<file path="src/rtl/keypad_pkg.sv">
// Shared keypad definitions: key codes, row/column key map and scanner FSM states.
// Also used by the calculator core so both sides agree on the code values.
package keypad_pkg;

    localparam logic [3:0] KEY_PLUS     = 4'hA;
    localparam logic [3:0] KEY_MINUS    = 4'hB;
    localparam logic [3:0] KEY_MULTIPLY = 4'hC;
    localparam logic [3:0] KEY_DIVIDE   = 4'hD;
    localparam logic [3:0] KEY_CLEAR    = 4'hE;
    localparam logic [3:0] KEY_DP       = 4'hF;

    localparam int KEY_CODE_W = 25;

    // Indexed by {row, col}.
    localparam logic [3:0] KEY_MAP [16] = '{
        4'h1, 4'h2, 4'h3, KEY_PLUS,
        4'h4, 4'h5, 4'h6, KEY_MINUS,
        4'h7, 4'h8, 4'h9, KEY_MULTIPLY,
        KEY_DP, 4'h0, KEY_CLEAR, KEY_DIVIDE
    };

    typedef enum logic [1:0] {
        ST_SCAN     = 2'd0,
        ST_DEBOUNCE = 2'd1,
        ST_PRESSED  = 2'd2,
        ST_RELEASE  = 2'd3
    } state_t;

    function automatic logic [3:0] key_code(input logic [1:0] row, input logic [1:0] col);
        return KEY_MAP[{row, col}];
    endfunction

    // Index of the (only) low bit; caller guarantees exactly one zero.
    function automatic logic [1:0] low_row(input logic [3:0] rows);
        logic [1:0] idx;
        idx = 2'd0;
        for (int i = 0; i < 4; i++) begin
            if (!rows[i]) idx = 2'(i);
        end
        return idx;
    endfunction

endpackage

</file>
<file path="src/rtl/keypad_sync.sv">
// Two-flop synchronizer for asynchronous inputs; resets to all-ones so an
// idle (pulled-up) keypad reads as no key during and after reset.
module keypad_sync #(
    parameter int WIDTH = 4
) (
    input  logic             i_clk,
    input  logic             i_rst,
    input  logic [WIDTH-1:0] i_d,
    output logic [WIDTH-1:0] o_q
);

    logic [WIDTH-1:0] r_meta;
    logic [WIDTH-1:0] r_sync;

    always_ff @(posedge i_clk or posedge i_rst) begin
        if (i_rst) begin
            r_meta <= '1;
            r_sync <= '1;
        end else begin
            r_meta <= i_d;
            r_sync <= r_meta;
        end
    end

    assign o_q = r_sync;

endmodule

</file>
<file path="src/rtl/keypad_scanner.sv">
// 4x4 active-low matrix keypad scanner with press/release debounce, producing
// the key_pressed / keypad_out pair consumed by the calculator core.
module keypad_scanner
    import keypad_pkg::*;
#(
    parameter int SCAN_DIV        = 1000,
    parameter int DEBOUNCE_CYCLES = 500000
) (
    input  logic                  clk,
    input  logic                  rst,
    input  logic [3:0]            row_in,
    output logic [3:0]            col_out,
    output logic                  key_pressed,
    output logic [KEY_CODE_W-1:0] keypad_out
);

    localparam int DW_W = $clog2(SCAN_DIV);
    localparam int DB_W = $clog2(DEBOUNCE_CYCLES + 1);
    localparam logic [DW_W-1:0] DW_LAST = DW_W'(SCAN_DIV - 1);
    localparam logic [DB_W-1:0] DB_DONE = DB_W'(DEBOUNCE_CYCLES);

    logic [3:0]      w_rs;
    logic            w_one_low;
    logic [1:0]      w_low_row;
    logic [DB_W-1:0] w_db_next;

    state_t          r_state;
    logic [DW_W-1:0] r_dwell;
    logic [DB_W-1:0] r_db;
    logic [1:0]      r_col;
    logic [1:0]      r_row;
    logic [3:0]      r_cand;
    logic            r_key_pressed;
    logic [3:0]      r_code;

    keypad_sync #(.WIDTH(4)) u_sync (
        .i_clk (clk),
        .i_rst (rst),
        .i_d   (row_in),
        .o_q   (w_rs)
    );

    // Two or more low rows in one column is treated as no key.
    assign w_one_low = $onehot(~w_rs);
    assign w_low_row = low_row(w_rs);
    assign w_db_next = r_db + DB_W'(1);

    always_ff @(posedge clk or posedge rst) begin
        if (rst) begin
            r_state       <= ST_SCAN;
            r_dwell       <= '0;
            r_db          <= '0;
            r_col         <= 2'd0;
            r_row         <= 2'd0;
            r_cand        <= 4'hF;
            r_key_pressed <= 1'b0;
            r_code        <= 4'h0;
        end else begin
            case (r_state)
                ST_SCAN: begin
                    if (r_dwell == DW_LAST) begin
                        r_dwell <= '0;
                        if (w_one_low) begin
                            r_row   <= w_low_row;
                            r_cand  <= w_rs;
                            r_db    <= '0;
                            r_state <= ST_DEBOUNCE;
                        end else begin
                            r_col <= r_col + 2'd1;
                        end
                    end else begin
                        r_dwell <= r_dwell + DW_W'(1);
                    end
                end
                ST_DEBOUNCE: begin
                    if (w_rs != r_cand) begin
                        r_col   <= r_col + 2'd1;
                        r_dwell <= '0;
                        r_state <= ST_SCAN;
                    end else begin
                        r_db <= w_db_next;
                        if (w_db_next == DB_DONE) begin
                            r_code        <= key_code(r_row, r_col);
                            r_key_pressed <= 1'b1;
                            r_state       <= ST_PRESSED;
                        end
                    end
                end
                ST_PRESSED: begin
                    // Only the accepted row matters; other keys are ignored.
                    if (w_rs[r_row]) begin
                        r_db    <= '0;
                        r_state <= ST_RELEASE;
                    end
                end
                ST_RELEASE: begin
                    if (!w_rs[r_row]) begin
                        r_state <= ST_PRESSED;
                    end else begin
                        r_db <= w_db_next;
                        if (w_db_next == DB_DONE) begin
                            r_key_pressed <= 1'b0;
                            r_col         <= r_col + 2'd1;
                            r_dwell       <= '0;
                            r_state       <= ST_SCAN;
                        end
                    end
                end
                default: r_state <= ST_SCAN;
            endcase
        end
    end

    assign col_out     = 4'hF ^ (4'h1 << r_col);
    assign key_pressed = r_key_pressed;
    assign keypad_out  = {{(KEY_CODE_W-4){1'b0}}, r_code};

endmodule

</file>
<file path="config.mk">
export PLATFORM = sky130hd
export DESIGN_NAME = keypad_scanner
export DESIGN_NICKNAME = d
export VERILOG_FILES = /design/src/rtl/keypad_pkg.sv /design/src/rtl/keypad_sync.sv /design/src/rtl/keypad_scanner.sv
export SDC_FILE = /design/constraint.sdc
export NUM_CORES = 1
export LEC_CHECK = 0
export ABC_CLOCK_PERIOD_IN_PS = 4200
export BUFFER_PORTS_ARGS = -buffer_cell sky130_fd_sc_hd__buf_2
export CAP_MARGIN = 25
export CORE_MARGIN = 5
export CORE_UTILIZATION = 40
export CTS_BUF_LIST = sky130_fd_sc_hd__clkbuf_2
export DETAILED_ROUTE_END_ITERATION = 8
export PLACE_DENSITY_LB_ADDON = 0.3
export SLEW_MARGIN = 20
export SYNTH_ARGS = -nofsm -noshare
export SYNTH_HDL_FRONTEND = slang
export SYNTH_SLANG_ARGS = --single-unit
</file>
<file path="constraint.sdc">
create_clock -name clk -period 4.2 [get_ports clk]
set_clock_uncertainty 0.2 [all_clocks]
set_input_delay 0 -clock clk [delete_from_list [all_inputs] [get_ports clk]]
set_output_delay 0 -clock clk [all_outputs]
set_load 0.01 [all_outputs]
</file>
==> qor.csv <==
metric,value,unit
status,completed,
cts_setup_buffers,0,
regArea,0.00132,sq mm
dieArea,0.0103,sq mm
via_per_inst,5.28,
drt_wl_total,6.54,mm
slew_violations,0,
required,4360,ps
ys_seq_area_frac,0.392,
portBuffers,14,
setup_viol,0,
crit_type,flip-flop to flip-flop,
num_antenna_cells,0,
cpPeakStageDelay,630,ps
rsz0062_at_grt,no,
drive_above_1_share,0.168,
yosys_warnings,0,
cpMaxStageDelayCell,dfstp_2,
rows,33,
synth_area,0.00336,sq mm
grt.overflow.total,0,
max_freq,0.287,GHz
detailedRoute.firstPassIterationCount,4,
fin_tns_setup,0,ps
drt_iter0_drc,60,
io_pins,36,
cp-end-kind,flip-flop,
grt_pass1_wl,11.4,mm
critPathMaxFanout,12,
grt_pass1_vias,2364,
ctsHoldBuffers,9,
cp-start-kind,flip-flop,
ant_nets,0,
fillers,814,
synth_area_per_cell,9.56,sq um
critical_path_arrival,3650,ps
ys_seq_elements,52,
cts_tree,yes,
dp_slack,715,ps
cts-buffers-inserted,5,
setup_ws,710,ps
nets,380,
synth-edff-count,0,
switching_share,0.253,
finalPower,0.000762,W
critical_path_depth,10,
wire_per_inst,13.9,um
gp_congestion,0.837,
grt_usage,0.133,
cts_resized,0,
leakagePower,1.50,nW
path_cells,inv_1 > fa_1 > ha_1 > ha_1 > nor3b_1 > nand2b_1 > or3_1 > or3b_2 > o21ai_0 > a22o_1,
r2r_cells,10,
antenna_found_initial,0,
pwr_density_cell,217,mW/mm^2
yosysUniqueCellTypes,57,
htreeDepth,2,
layoutNonFillerInstCount,469,
cts_buffer_depth,2,
die_h,102,um
drv_cap,0,
drc_errors,0,
final_core_util,0.430,
start_util,0.410,
grt_max_degree,53,
p_comb_frac,0.054,
power.clock.fraction,0.274,
num_vias,2474,
area_growth,4.74,%
internal_power,0.000569,W
slew_headroom,0.554,
tightest_slew,669,ps
irDropWorstVdd,0.183,mV
dp_hpwl,4.63,mm
worstSkewPairLatency,430,ps
place_inst,452,
multi_input_area,0.00178,sq mm
post-route-period-util,0.831,
synthArstFlopShare,1.00,
root_buffer,clkbuf_2,
crit_family,simple AND/OR/NAND/NOR gates,
core,0.00818,sq mm
p_seq_frac,0.672,
cts.sinks,52,
clkTransAtPathRegs,270,ps
finalHoldViolCount,0,
crit_buf_inv,1,
switchingPower,0.000193,W
die_w,102,um
cpMostUsedCell,ha_1,
synthCells,351,
hold_path_class,input port to asynchronous set/reset pin,
fin_crit,3490,ps
synth_ff_type,dfrtp_1,
[logic make-up (layout without fill, tap and decap cells)]
group                    count (synthesis)  count (layout)  share of synthesized area
XOR/XNOR                                16              16                     0.0418
other                                    1              21                    0.00112
adder cells (fa/ha/maj)                 11              11                     0.0433
flip-flops                              52              52                      0.392
buffers and inverters                   57              50                     0.0988
AO/OA/AOI/OAI                           70              70                      0.146
multiplexers                            17              17                     0.0604
AND/OR/NAND/NOR                        127             127                      0.216
[routing by layer]
| layer | share of wire | GRT usage | up-vias |
|---|---|---|---|
| met2 | 0.47 | 0.219 | 38 |
| met5 | 0 | 0 | - |
| li1 | - | - | 1224 |
| met1 | 0.49 | 0.187 | 1209 |
| met3 | 0.031 | 0.0213 | 3 |
| met4 | 0.0040 | 0.0276 | 0 |
[worst paths after layout]
kind / start / endpoint / slack, ps
max: u_sync.o_q[1] / r_db[9] / 710
min: rst / r_db[6] / 40
max reg2reg: u_sync.o_q[1] / r_db[9] / 710
min reg2reg: u_sync.r_meta[1] / u_sync.o_q[1] / 180
max in group asynchronous: rst / r_db[4] / 3320
min in group clk: u_sync.r_meta[1] / u_sync.o_q[1] / 180
[cell usage after synthesis, types with 5 or more instances]
| cell | instances | area share |
|---|---|---|
| and2_1 | 10 | 0.019 |
| nand4_1 | 10 | 0.019 |
| a21oi_1 | 8 | 0.012 |
| xor2_1 | 7 | 0.018 |
| xnor2_1 | 9 | 0.023 |
| ha_1 | 10 | 0.037 |
| dfrtp_1 | 40 | 0.30 |
| clkbuf_1 | 10 | 0.011 |
| a31oi_1 | 5 | 0.0093 |
| dfstp_2 | 12 | 0.094 |
| buf_4 | 25 | 0.056 |
| inv_1 | 17 | 0.019 |
| mux2i_1 | 9 | 0.027 |
| o21ai_0 | 27 | 0.040 |
| nand2_1 | 34 | 0.038 |
| nand3_1 | 12 | 0.018 |
| nor2_1 | 15 | 0.017 |
| a32o_1 | 6 | 0.018 |
| nor3_1 | 9 | 0.013 |
[final cells by class]
type / instances / share of cell area
clock buffers: 6 / 0.00854
clock inverters: 2 / 0.00427
inverters: 17 / 0.0182
multi-input cells: 262 / 0.507
flip-flops and latches: 52 / 0.375
well taps: 105 / 0.0374
repair buffers: 25 / 0.0498
[per-stage QoR]
| step | hold WS, ps | area (sq um) |
|---|---|---|
| 3_5_place_dp | -93.1 | 3380 |
| 6_report | 42.2 | 3510 |
| 5_1_grt | 79.7 | 3510 |
| 2_1_floorplan | -196 | 3430 |
| 3_3_place_gp | -94.0 | 3380 |
| 4_1_cts | 41.7 | 3510 |
[power by group through the flow]
stage / Combinational, W / Clock, W / Sequential [W]
floorplan: 0.0000403 / 0 / 0.000519
global placement: 0.0000338 / 0 / 0.000520
detailed placement: 0.0000349 / 0 / 0.000520
CTS: 0.0000413 / 0.000222 / 0.000513
global route: 0.0000478 / 0.000241 / 0.000514
finish: 0.0000409 / 0.000209 / 0.000512
[sequential cells by signal, indices dropped and copies added (netlist names)]
| signal | cells |
|---|---|
| r_cand | 4 |
| r_code | 4 |
| r_dwell | 10 |
| r_db | 19 |
| r_state | 2 |
| r_row | 2 |
| u_sync.r_meta | 4 |
| key_pressed | 1 |
| u_sync.o_q | 4 |
| r_col | 2 |
[cells in the final DEF (no fill, tap or decap), types with 8 or more instances in the layout]
| cell | Yosys | layout |
|---|---|---|
| o21ai_0 | 27 | 27 |
| dfstp_2 | 12 | 12 |
| nor3_1 | 9 | 9 |
| nand3_1 | 12 | 12 |
| nand4_1 | 10 | 10 |
| and2_1 | 10 | 10 |
| nand2_1 | 34 | 34 |
| dlygate4sd3_1 | 0 | 9 |
| conb_1 | 1 | 21 |
| nor2_1 | 15 | 15 |
| buf_2 | 1 | 14 |
| inv_1 | 17 | 16 |
| a21oi_1 | 8 | 8 |
| xnor2_1 | 9 | 9 |
| dfrtp_1 | 40 | 40 |
| ha_1 | 10 | 10 |
| mux2i_1 | 9 | 9 |
[tightest hold or removal path, stage by stage]
cell           delay, ps
dlygate4sd3_1        530
buf_2                120
inv_2                 30
buf_4                520
Power figures use the tool's default switching activity.
